==> src/rtl/cfg_wr_master.sv <==
// rtl/cfg_wr_master.sv - cfg write bus initiator with request FIFO and programmable inter-write gap
module cfg_wr_master #(
  parameter int ADDR_WIDTH = 32,
  parameter int DATA_WIDTH = 32,
  parameter int FIFO_DEPTH = 4,
  parameter int GAP_CYCLES = 1
) (
  input  logic                  clk,
  input  logic                  rst,
  input  logic                  req_vld,
  output logic                  req_rdy,
  input  logic [ADDR_WIDTH-1:0] req_addr,
  input  logic [DATA_WIDTH-1:0] req_data,
  output logic                  cfg_vld,
  output logic [ADDR_WIDTH-1:0] cfg_addr,
  output logic [DATA_WIDTH-1:0] cfg_data,
  output logic                  busy,
  output logic [15:0]           wr_cnt
);

  localparam int PTR_W = (FIFO_DEPTH < 2) ? 1 : $clog2(FIFO_DEPTH);
  localparam int CNT_W = $clog2(FIFO_DEPTH + 1);
  localparam int GAP_W = (GAP_CYCLES < 1) ? 1 : $clog2(GAP_CYCLES + 1);

  typedef enum logic {IDLE = 1'b0, GAP = 1'b1} state_t;

  state_t state, state_next;

  logic [ADDR_WIDTH-1:0] mem_addr [FIFO_DEPTH];
  logic [DATA_WIDTH-1:0] mem_data [FIFO_DEPTH];
  logic [PTR_W-1:0]      wr_ptr, rd_ptr;
  logic [CNT_W-1:0]      count, count_next;
  logic [GAP_W-1:0]      gap_cnt, gap_cnt_next;

  logic                  push, pop;
  logic                  cfg_vld_next;
  logic [ADDR_WIDTH-1:0] cfg_addr_next;
  logic [DATA_WIDTH-1:0] cfg_data_next;
  logic [15:0]           wr_cnt_next;
  logic                  req_rdy_next;
  logic                  busy_next;

  // req_rdy is registered from the post-update count, so it always mirrors "FIFO not full"
  assign push = req_vld && req_rdy;

  // FIFO storage: plain RAM, contents are don't-care while empty so no reset
  always_ff @(posedge clk) begin
    if (push) begin
      mem_addr[wr_ptr] <= req_addr;
      mem_data[wr_ptr] <= req_data;
    end
  end

  // FIFO pointers and occupancy; pointers wrap naturally since depth is a power of 2
  always_ff @(posedge clk or posedge rst) begin
    if (rst) begin
      wr_ptr <= '0;
      rd_ptr <= '0;
      count  <= '0;
    end else begin
      if (push) wr_ptr <= wr_ptr + PTR_W'(1);
      if (pop)  rd_ptr <= rd_ptr + PTR_W'(1);
      count <= count_next;
    end
  end

  // Occupancy after this edge's push/pop
  always_comb begin
    count_next = count;
    case ({push, pop})
      2'b10:   count_next = count + CNT_W'(1);
      2'b01:   count_next = count - CNT_W'(1);
      default: count_next = count;
    endcase
  end

  // FSM state register
  always_ff @(posedge clk or posedge rst) begin
    if (rst) state <= IDLE;
    else     state <= state_next;
  end

  // FSM next state: an issue enters GAP unless back-to-back mode; GAP ends on its last count
  always_comb begin
    state_next = state;
    case (state)
      IDLE: begin
        if (count != '0) state_next = (GAP_CYCLES == 0) ? IDLE : GAP;
      end
      GAP: begin
        if (gap_cnt == GAP_W'(1)) state_next = IDLE;
      end
      default: state_next = IDLE;
    endcase
  end

  // FSM outputs: pop/issue in IDLE, count down the idle gap in GAP
  always_comb begin
    pop           = 1'b0;
    cfg_vld_next  = 1'b0;
    cfg_addr_next = cfg_addr;
    cfg_data_next = cfg_data;
    wr_cnt_next   = wr_cnt;
    gap_cnt_next  = gap_cnt;
    case (state)
      IDLE: begin
        if (count != '0) begin
          pop           = 1'b1;
          cfg_vld_next  = 1'b1;
          cfg_addr_next = mem_addr[rd_ptr];
          cfg_data_next = mem_data[rd_ptr];
          wr_cnt_next   = wr_cnt + 16'd1;
          gap_cnt_next  = GAP_W'(GAP_CYCLES);
        end
      end
      GAP: begin
        gap_cnt_next = gap_cnt - GAP_W'(1);
      end
      default: ;
    endcase
  end

  // Status computed from next-state values so registered outputs line up with the FIFO/FSM
  always_comb begin
    req_rdy_next = (count_next != CNT_W'(FIFO_DEPTH));
    busy_next    = (count_next != '0) || (state_next != IDLE) || cfg_vld_next;
  end

  // Output and counter registers
  always_ff @(posedge clk or posedge rst) begin
    if (rst) begin
      cfg_vld  <= 1'b0;
      cfg_addr <= '0;
      cfg_data <= '0;
      wr_cnt   <= '0;
      gap_cnt  <= '0;
      req_rdy  <= 1'b0;
      busy     <= 1'b0;
    end else begin
      cfg_vld  <= cfg_vld_next;
      cfg_addr <= cfg_addr_next;
      cfg_data <= cfg_data_next;
      wr_cnt   <= wr_cnt_next;
      gap_cnt  <= gap_cnt_next;
      req_rdy  <= req_rdy_next;
      busy     <= busy_next;
    end
  end

endmodule

==> config.mk <==
export PLATFORM = sky130hd
export DESIGN_NAME = cfg_wr_master
export DESIGN_NICKNAME = d
export VERILOG_FILES = /design/src/rtl/cfg_wr_master.sv
export SDC_FILE = /design/constraint.sdc
export NUM_CORES = 1
export LEC_CHECK = 0
export CORE_AREA = 5 5 145 175
export DETAILED_ROUTE_END_ITERATION = 16
export DIE_AREA = 0 0 150 180
export PLACE_DENSITY_LB_ADDON = 0.08
export SLEW_MARGIN = 20
export SYNTH_ARGS = -nofsm -noshare
export SYNTH_HDL_FRONTEND = slang
export SYNTH_SLANG_ARGS = --single-unit
==> constraint.sdc <==
create_clock -name clk -period 4 [get_ports clk]
set_clock_uncertainty 0.1 [all_clocks]
set_input_delay 0.8 -clock clk [delete_from_list [all_inputs] [get_ports clk]]
set_output_delay 0.8 -clock clk [all_outputs]
set_load 0.02 [all_outputs]
== Word-level counts from Yosys, hierarchy flattened ==
Memory sizes are Yosys's and may differ from the RTL's. A register that Yosys moved wholly into a read port is not among the register bits.
Cells that the tools add are included.
Word-level totals
  RAM bits: 256
  output and inout bits: 83
  word-level logic and storage cells: 37
  memories: 2
  input bits: 67
  bits in registers: 28
Operators by class
  add/subtract/negate cells: 6
  reductions and logical operators: 6
  bitwise operators: 1
  eq/ne operators: 4
  muxes and demuxes: 9
Memories
  mem_addr: depth 4, bits a word 32, rd ports 1, clocked after Yosys merged registers in 1, wr ports 1, line 29  | logic [ADDR_WIDTH-1:0] mem_addr [FIFO_DEPTH];
  mem_data: depth 4, bits a word 32, rd ports 1, clocked after Yosys merged registers in 1, wr ports 1, line 30  | logic [DATA_WIDTH-1:0] mem_data [FIFO_DEPTH];
Operators by type and width (count)
  $add A16 B1 Y16 const B: 1
  $mux W1: 6
  $pmux W3 S2: 1
  $reduce_bool A3 Y1: 2
  $add A2 B1 Y2 const B: 2
  $pmux W1 S2: 2
  $add A3 B1 Y3 const B: 1
  $ne A3 B3 Y1 const B: 1
  $sub A3 B1 Y3 const B: 1
  $eq A2 B1 Y1 const B: 1
  $eq A2 B2 Y1 const B: 1
  $logic_or A1 B1 Y1: 2
  $ne A2 B2 Y1 const B: 1
  $reduce_and A2 Y1: 1
  $logic_and A1 B1 Y1: 1
  $not A1 Y1: 1
  $sub A1 B1 Y1 const B: 1

== Longest topological paths before layout ==
Gate-level depths: netlist (run 1).
  word-level depth: 8
  gate-level depth with buffers: 12
  mapped depth without buffers: 10

== Worst setup path before layout (run 1) ==
OpenSTA, ideal clock, no wires.
  path kind: input to register
  start: input req_vld
  end: memory mem_addr[0][0], enable pin
  library setup time: 0.429 ns
  required time: 3.471 ns
  stages on the path: 1
  path buffers: 0
  slack: 1.116 ns
  arrival time: 2.355 ns
  cells stage by stage: and3_1
Between the ends
  word-level cells in the longest chain between the ends: 3
Ends and longest elaborated chain
  from (decl): line 10  | input logic req_vld,
  $logic_and A1 B1 Y1: line 44  | assign push = req_vld && req_rdy;
  $mux W1: line 48  | if (push) begin
  $mux W1 (not written as such): line 49  | mem_addr[wr_ptr] <= req_addr;
  to (decl): line 29
No other way between the ends.

== Final worst setup path (run 1) ==
  start: input req_vld
  end: register busy
Between the ends
  word-level cells in the longest chain between the ends: 6
  elaborated cells on any way between the ends: 7
  classes of those cells: 2 x eq/ne; 1 x mux; 4 x reduce/logical
Ends and longest elaborated chain
  $logic_and A1 B1 Y1 *: line 44
  $eq A2 B1 Y1 or $eq A2 B2 Y1 (tied branches): line 70  | case ({push, pop})
  $pmux W3 S2 *: line 70
  $reduce_bool A3 Y1 *: line 126  | busy_next = (count_next != '0) || (state_next != IDLE) || cfg_vld_next;
  $logic_or A1 B1 Y1 * (2 in series): line 126
  via busy_next: line 41  | logic busy_next;
  to (signal assigned): line 146  | busy <= busy_next;
  to (decl): line 17  | output logic busy,
Mark *: on every way through the listed nets, which the timed path passes. The rest lies on a longest branch.
A chain may end at the register's enable or synchronous reset.

==> key figures, run 1 <==
CTS
  • Clock Root Buffer: clkbuf_16
  • CTS resizes: 0
  • Post-CTS Hold Fix Bufs: 0
  • Worst-Skew Late Latency: 0.51 ns
  • TritonCTS buffer count: 34
  • CTS max path bufs: 3
  • Depth of the CTS H-tree: 2
  • Number of setup buffers added after CTS: 0
  • CTS tree: done
  • Number of clock sinks: 348
  • Clk slew on worst S/H paths: 0.06 ns

Routing
  • Via count: 6540
  • First DRT Iteration DRCs: 281
  • Wire per inst: 20.2 µm
  • Final ANT Viol Nets: 0
  • Drt drc: 0
  • Drt total wl: 24700 µm
  • Vias per cell: 5.35
  • TritonRoute pass-1 iters: 4

Floorplanning
  • Die ar.: 0.0270 mm²
  • IO Count: 150
  • Core Area: 0.0236 mm²
  • Starting Density: 54.8%
  • Die Y: 180 µm
  • Die Wd: 150 µm
  • Row count: 62

Cells and area
  • Final Core Density: 67.5%
  • Layout cell share with drive strength beyond 1: 15.2%
  • Ant. Diodes: 0
  • # nets final: 950
  • Area growth syn-to-layout: 23.2%

Critical path
  • Kind of end point of the critical path: flip-flop
  • Worst EP required: 4.28 ns
  • Crit path kind: input port to flip-flop
  • Register-to-Register Path Depth: 10
  • Data arrival time of the worst path: 2.95 ns
  • Crit Path Max Fanout: 5
  • CP Launch Type: input port

Hold path
  • Worst Hold Class: flip-flop to flip-flop
  • Hold depth: 2

STA
  • Worst setup margin: 1.33 ns
  • Hold_ws: 0.373 ns
  • Least-Margin Pin Slew: 1.05 ns
  • Max Clk Rate: 374 MHz
  • Max Slew Vio Count: 0
  • Setup TNS: 0 ns
  • Tmin final: 2.67 ns
  • Fin crit share: 66.8%
  • Slew margin rel.: 30.2%
  • Final setup fails: 0
  • Final Hold Vio Count: 0
  • RSZ-0062 raised after global routing: no

Job
  • Max cap viols: 0

Placed design
  • Post-place setup slack: 0.834 ns
  • Dpl hpwl: 14600 µm
  • Port Buffers: 149
  • Global placer's final weighted congestion: 0.752

Global routing
  • GRT Resource Usage Total: 19.2%
  • GRT overflow: 0
  • Global-route wire length before repair: 40200 µm
  • Largest net degree at the start of global routing: 70
  • Initial antenna violation count: 1
  • Vias in the first global route: 7370

Yosys
  • Ys Warns: 0
  • Syn nets: 786
  • Post-Synthesis Cells: 712
  • Yosys cell types: 31
  • Yosys reg bits: 348
  • Sequential area share after synthesis: 77.3%
  • Avg Inst Size Synth: 18.1 µm²
  • Mapped cell area: 0.0129 mm²

Power
  • Worst VDD drop: 0.000453 V
  • Leak pwr: 5.92 nW
  • Power per Cell Area: 784 mW/mm²
  • Total Power: 0.0125 W

Outcome
  • Status: finished, final reports clean
-- sequential cells by signal, summed over array words and instances (netlist names), 2 cells and up --
| signal | cells |
|---|---|
| mem_addr | 128 |
| rd_ptr | 2 |
| mem_data | 128 |
| wr_ptr | 2 |
| cfg_addr | 32 |
| wr_cnt | 16 |
| cfg_data | 32 |
| count | 3 |
-- worst max-delay path: stages --
cell             delay [ns]
clkdlybuf4s50_1        0.50
nand2_1                0.19
ha_1                   0.20
inv_1                  0.06
fa_1                   0.46
nor2b_1                0.19
nand2_1                0.07
o21ai_0                0.10
or3b_1                 0.36
-- path summary, 6_finish.rpt --
path | start | to | slack (ns)
max in group asynchronous | rst | cfg_addr[0] | 2.43
worst max register to register | count[0] | busy | 1.49
worst max-delay path | req_vld | busy | 1.33
min in group asynchronous | rst | cfg_addr[12] | 0.69
worst min register to register | cfg_data[7] | cfg_data[7] | 0.37
worst min-delay path | cfg_data[7] | cfg_data[7] | 0.37
-- cell usage in the layout (no fill, tap or decap), types with 5 or more instances in the layout --
cell             count
inv_1                6
clkbuf_8             9
nand2_1            201
and3_1               5
clkbuf_16           37
edfxtp_1           256
clkdlybuf4s50_1    149
ha_1                 6
xor2_1              10
xnor2_1             12
mux4_2              64
clkbuf_1             8
dfrtp_1             90
-- kinds of logic after synthesis --
group                    synth area share (%)
flip-flops                               77.3
AND/OR/NAND/NOR                          7.33
multiplexers                             11.3
buffers and inverters                    1.66
XOR/XNOR                                 1.49
adder cells (fa/ha/maj)                 0.736
AO/OA/AOI/OAI                           0.145
-- layer usage --
| layer | global-route usage [%] | wire [µm] |
|---|---|---|
| met4 | 4.47 | 432 |
| met1 | 24.6 | 9830 |
| met5 | 0 | 7 |
| met3 | 4.31 | 1240 |
| met2 | 33.5 | 13200 |
-- final cells by class --
class,instances,area [µm²]
fillers,1622,7670
clock inverters,8,61.3
well taps,320,400
multi-input cells,327,2740
repair buffers,157,1600
clock buffers,54,1080
inverters,8,32.5
flip-flops and latches,348,10000
-- cell usage after synthesis (all sizes together) --
cell type	n	area share, %
a21oi	1	0.039
and3	9	0.44
and4	1	0.068
buf	22	1.2
clkbuf	7	0.20
dfrtp	92	18
edfxtp	256	59
fa	1	0.15
ha	6	0.58
inv	8	0.23
mux2	2	0.17
mux4	64	11
nand2	201	5.8
nand2b	1	0.048
nand3	3	0.12
nand4	4	0.19
nor2	3	0.087
nor2b	1	0.048
nor3	2	0.16
nor4	2	0.21
o21ai	2	0.11
or2	1	0.048
or3b	1	0.068
xnor2	12	0.81
xor2	10	0.68
-- stage by stage --
| stage | instances | instance area [µm²] |
|---|---|---|
| 6_report | 1222 | 15900 |
| 5_1_grt | 1222 | 15900 |
| 4_1_cts | 1222 | 15900 |
| 3_5_place_dp | 1160 | 14800 |
| 3_3_place_gp | 1160 | 14800 |
| 2_1_floorplan | 712 | 12900 |
-- where the power goes --
part	switching (W)	internal (W)
clock network	0.00126	0.00192
logic	0.00201	0.00179
registers	0.000621	0.00487
total	0.00390	0.00858
Note: power is estimated with default switching activity, not from simulation.
==> run 2, diff against run 1 <==
CORE_AREA = 5 5 153 185   (was 5 5 145 175)
DIE_AREA = 0 0 158 190   (was 0 0 150 180)
clock period = 2.42 ns   (was 4 ns; I/O delays follow)
==> key figures, run 2 (same netlist as run 1, synthesis figures left out) <==
Outcome
  • Status: finished, final reports clean

Routing
  • First DRT Iteration DRCs: 358
  • Vias per cell: 5.23
  • Drt drc: 0
  • TritonRoute pass-1 iters: 4
  • Via count: 6613
  • Final ANT Viol Nets: 0
  • Drt total wl: 25500 µm
  • Wire per inst: 20.2 µm

Critical path
  • Crit Path Max Fanout: 2
  • Data arrival time of the worst path: 2.61 ns
  • Buf+Inv Stages, Crit Path: 2
  • CP Launch Type: flip-flop
  • Worst EP required: 2.71 ns
  • Worst path top cell family by delay: simple AND/OR/NAND/NOR gates
  • Register-to-Register Path Depth: 10
  • Flop-to-flop setup slack: 0.09 ns
  • Max incr delay on CP: 0.49 ns
  • CP max-delay cell: fa_1
  • Crit-path cells: nor3_4, or2_4, inv_4, ha_4, inv_1, fa_1, nor2b_2, nand2_1, o21ai_1, or3b_1
  • Kind of end point of the critical path: flip-flop
  • Crit path depth: 10
  • R2r startpoint: count[2]
  • Crit path kind: flip-flop to flip-flop
  • R2R Path End: busy

CTS
  • Clock Root Buffer: clkbuf_16
  • Post-CTS Hold Fix Bufs: 0
  • CTS tree: done
  • Clk slew on worst S/H paths: 0.06 ns
  • CTS resizes: 0
  • Depth of the CTS H-tree: 2
  • TritonCTS buffer count: 36
  • CTS max path bufs: 3
  • Number of setup buffers added after CTS: 0
  • Worst-Skew Late Latency: 0.51 ns
  • Number of clock sinks: 348

Floorplanning
  • Starting Density: 48.7%
  • Die ar.: 0.0300 mm²
  • Die Y: 190 µm
  • Die Wd: 158 µm
  • Core Area: 0.0265 mm²
  • Row count: 66
  • IO Count: 150

Job
  • Max cap viols: 0

Cells and area
  • Fin cells: 1265
  • Final Core Density: 61.4%
  • Layout cell share with drive strength beyond 1: 17.5%
  • Commonest non-fill, non-tap cell in the layout: edfxtp_1
  • Most frequent cells in the layout: edfxtp_1, nand2_1, clkdlybuf4s50_1
  • Ant. Diodes: 0
  • Biggest regs: mem_addr x128, mem_data x128
  • # nets final: 971
  • Area growth syn-to-layout: 25.9%
  • Layout fillers: 1939

STA
  • Max Slew Vio Count: 0
  • Hold_ws: 0.225 ns
  • Final Hold Vio Count: 0
  • Slew margin rel.: 40.8%
  • Final setup fails: 0
  • Tmin final: 2.33 ns
  • Least-Margin Pin Slew: 0.888 ns
  • Max Clk Rate: 430 MHz
  • Fin crit share: 96.1%
  • Setup TNS: 0 ns
  • RSZ-0062 raised after global routing: no

Placed design
  • Inst Count DP: 1199
  • Global placer's final weighted congestion: 0.774
  • Port Buffers: 149
  • Dpl hpwl: 16000 µm

Global routing
  • Vias in the first global route: 7280
  • GRT Resource Usage Total: 17.6%
  • GRT overflow: 0
  • Largest net degree at the start of global routing: 70
  • Initial antenna violation count: 1
  • Global-route wire length before repair: 40800 µm

Power
  • Power per Cell Area: 1300 mW/mm²
  • Leak pwr: 6.08 nW
  • Worst VDD drop: 0.000871 V

Hold path
  • Worst Hold Class: input port to async pin
## run 2: cell count changes in the layout (fill, tap and decap cells not counted), moves of 2 or more
cell	change
buf_4	+7
clkinv_2	+6
clkbuf_8	-6
clkbuf_1	-3
buf_12	+12
inv_6	+2
clkinv_1	+3
## run 2: power breakdown
part / switching [W] / leakage, nW / total (W) / internal [W]
combinational: 0.00360 / 2.02 / 0.00689 / 0.00328
clock: 0.00214 / 0.582 / 0.00531 / 0.00317
sequential: 0.000860 / 3.47 / 0.00891 / 0.00805
total: 0.00660 / 6.08 / 0.0211 / 0.0145
## run 2: worst max path at each step
| stage | startpoint | end | slack, ns |
|---|---|---|---|
| after floorplan | count[0] | busy | -0.07 |
| after global placement | req_vld | busy | -0.16 |
| after detailed placement | req_vld | busy | -0.26 |
| after CTS | count[2] | busy | 0.08 |
| after global routing | count[2] | busy | 0.002 |
| final | count[2] | busy | 0.09 |
## run 2: cell type report
class | count | area (µm²) | area share (%)
Sequential cell | 348 | 10000 | 61.4
Multi-Input combinational cell | 327 | 2760 | 16.9
Timing Repair Buffer | 176 | 1890 | 11.6
Clock buffer | 46 | 1010 | 6.21
Tap cell | 340 | 425 | 2.61
Clock inverter | 20 | 150 | 0.923
Inverter | 8 | 36.3 | 0.223
## run 2: metal layers
metal / global-route usage (%) / routed length [µm] / vias to the layer above
met5: 0 / 13 / -
met4: 3.81 / 367 / 2
met3: 3.75 / 1340 / 31
met2: 30.9 / 13500 / 151
met1: 22.8 / 10300 / 3419
li1: - / - / 3010
## run 2: metrics by stage
step | setup WS, ns | power (W) | cell area, µm²
after CTS | 0.0849 | 0.0215 | 16300
after floorplan | -0.0663 | 0.0132 | 13000
after global routing | 0.00216 | 0.0223 | 16300
after detailed placement | -0.262 | 0.0161 | 15100
final | 0.0934 | 0.0211 | 16300
after global placement | -0.159 | 0.0159 | 15100
## run 2: worst reg2reg max path, delay by kind of cell (launching register included)
family	cells	cell delay (ns)
buf+inv	2	0.11
compound gates	1	0.09
fa+ha+maj	2	0.61
flops	1	0.40
simple gates	5	0.88
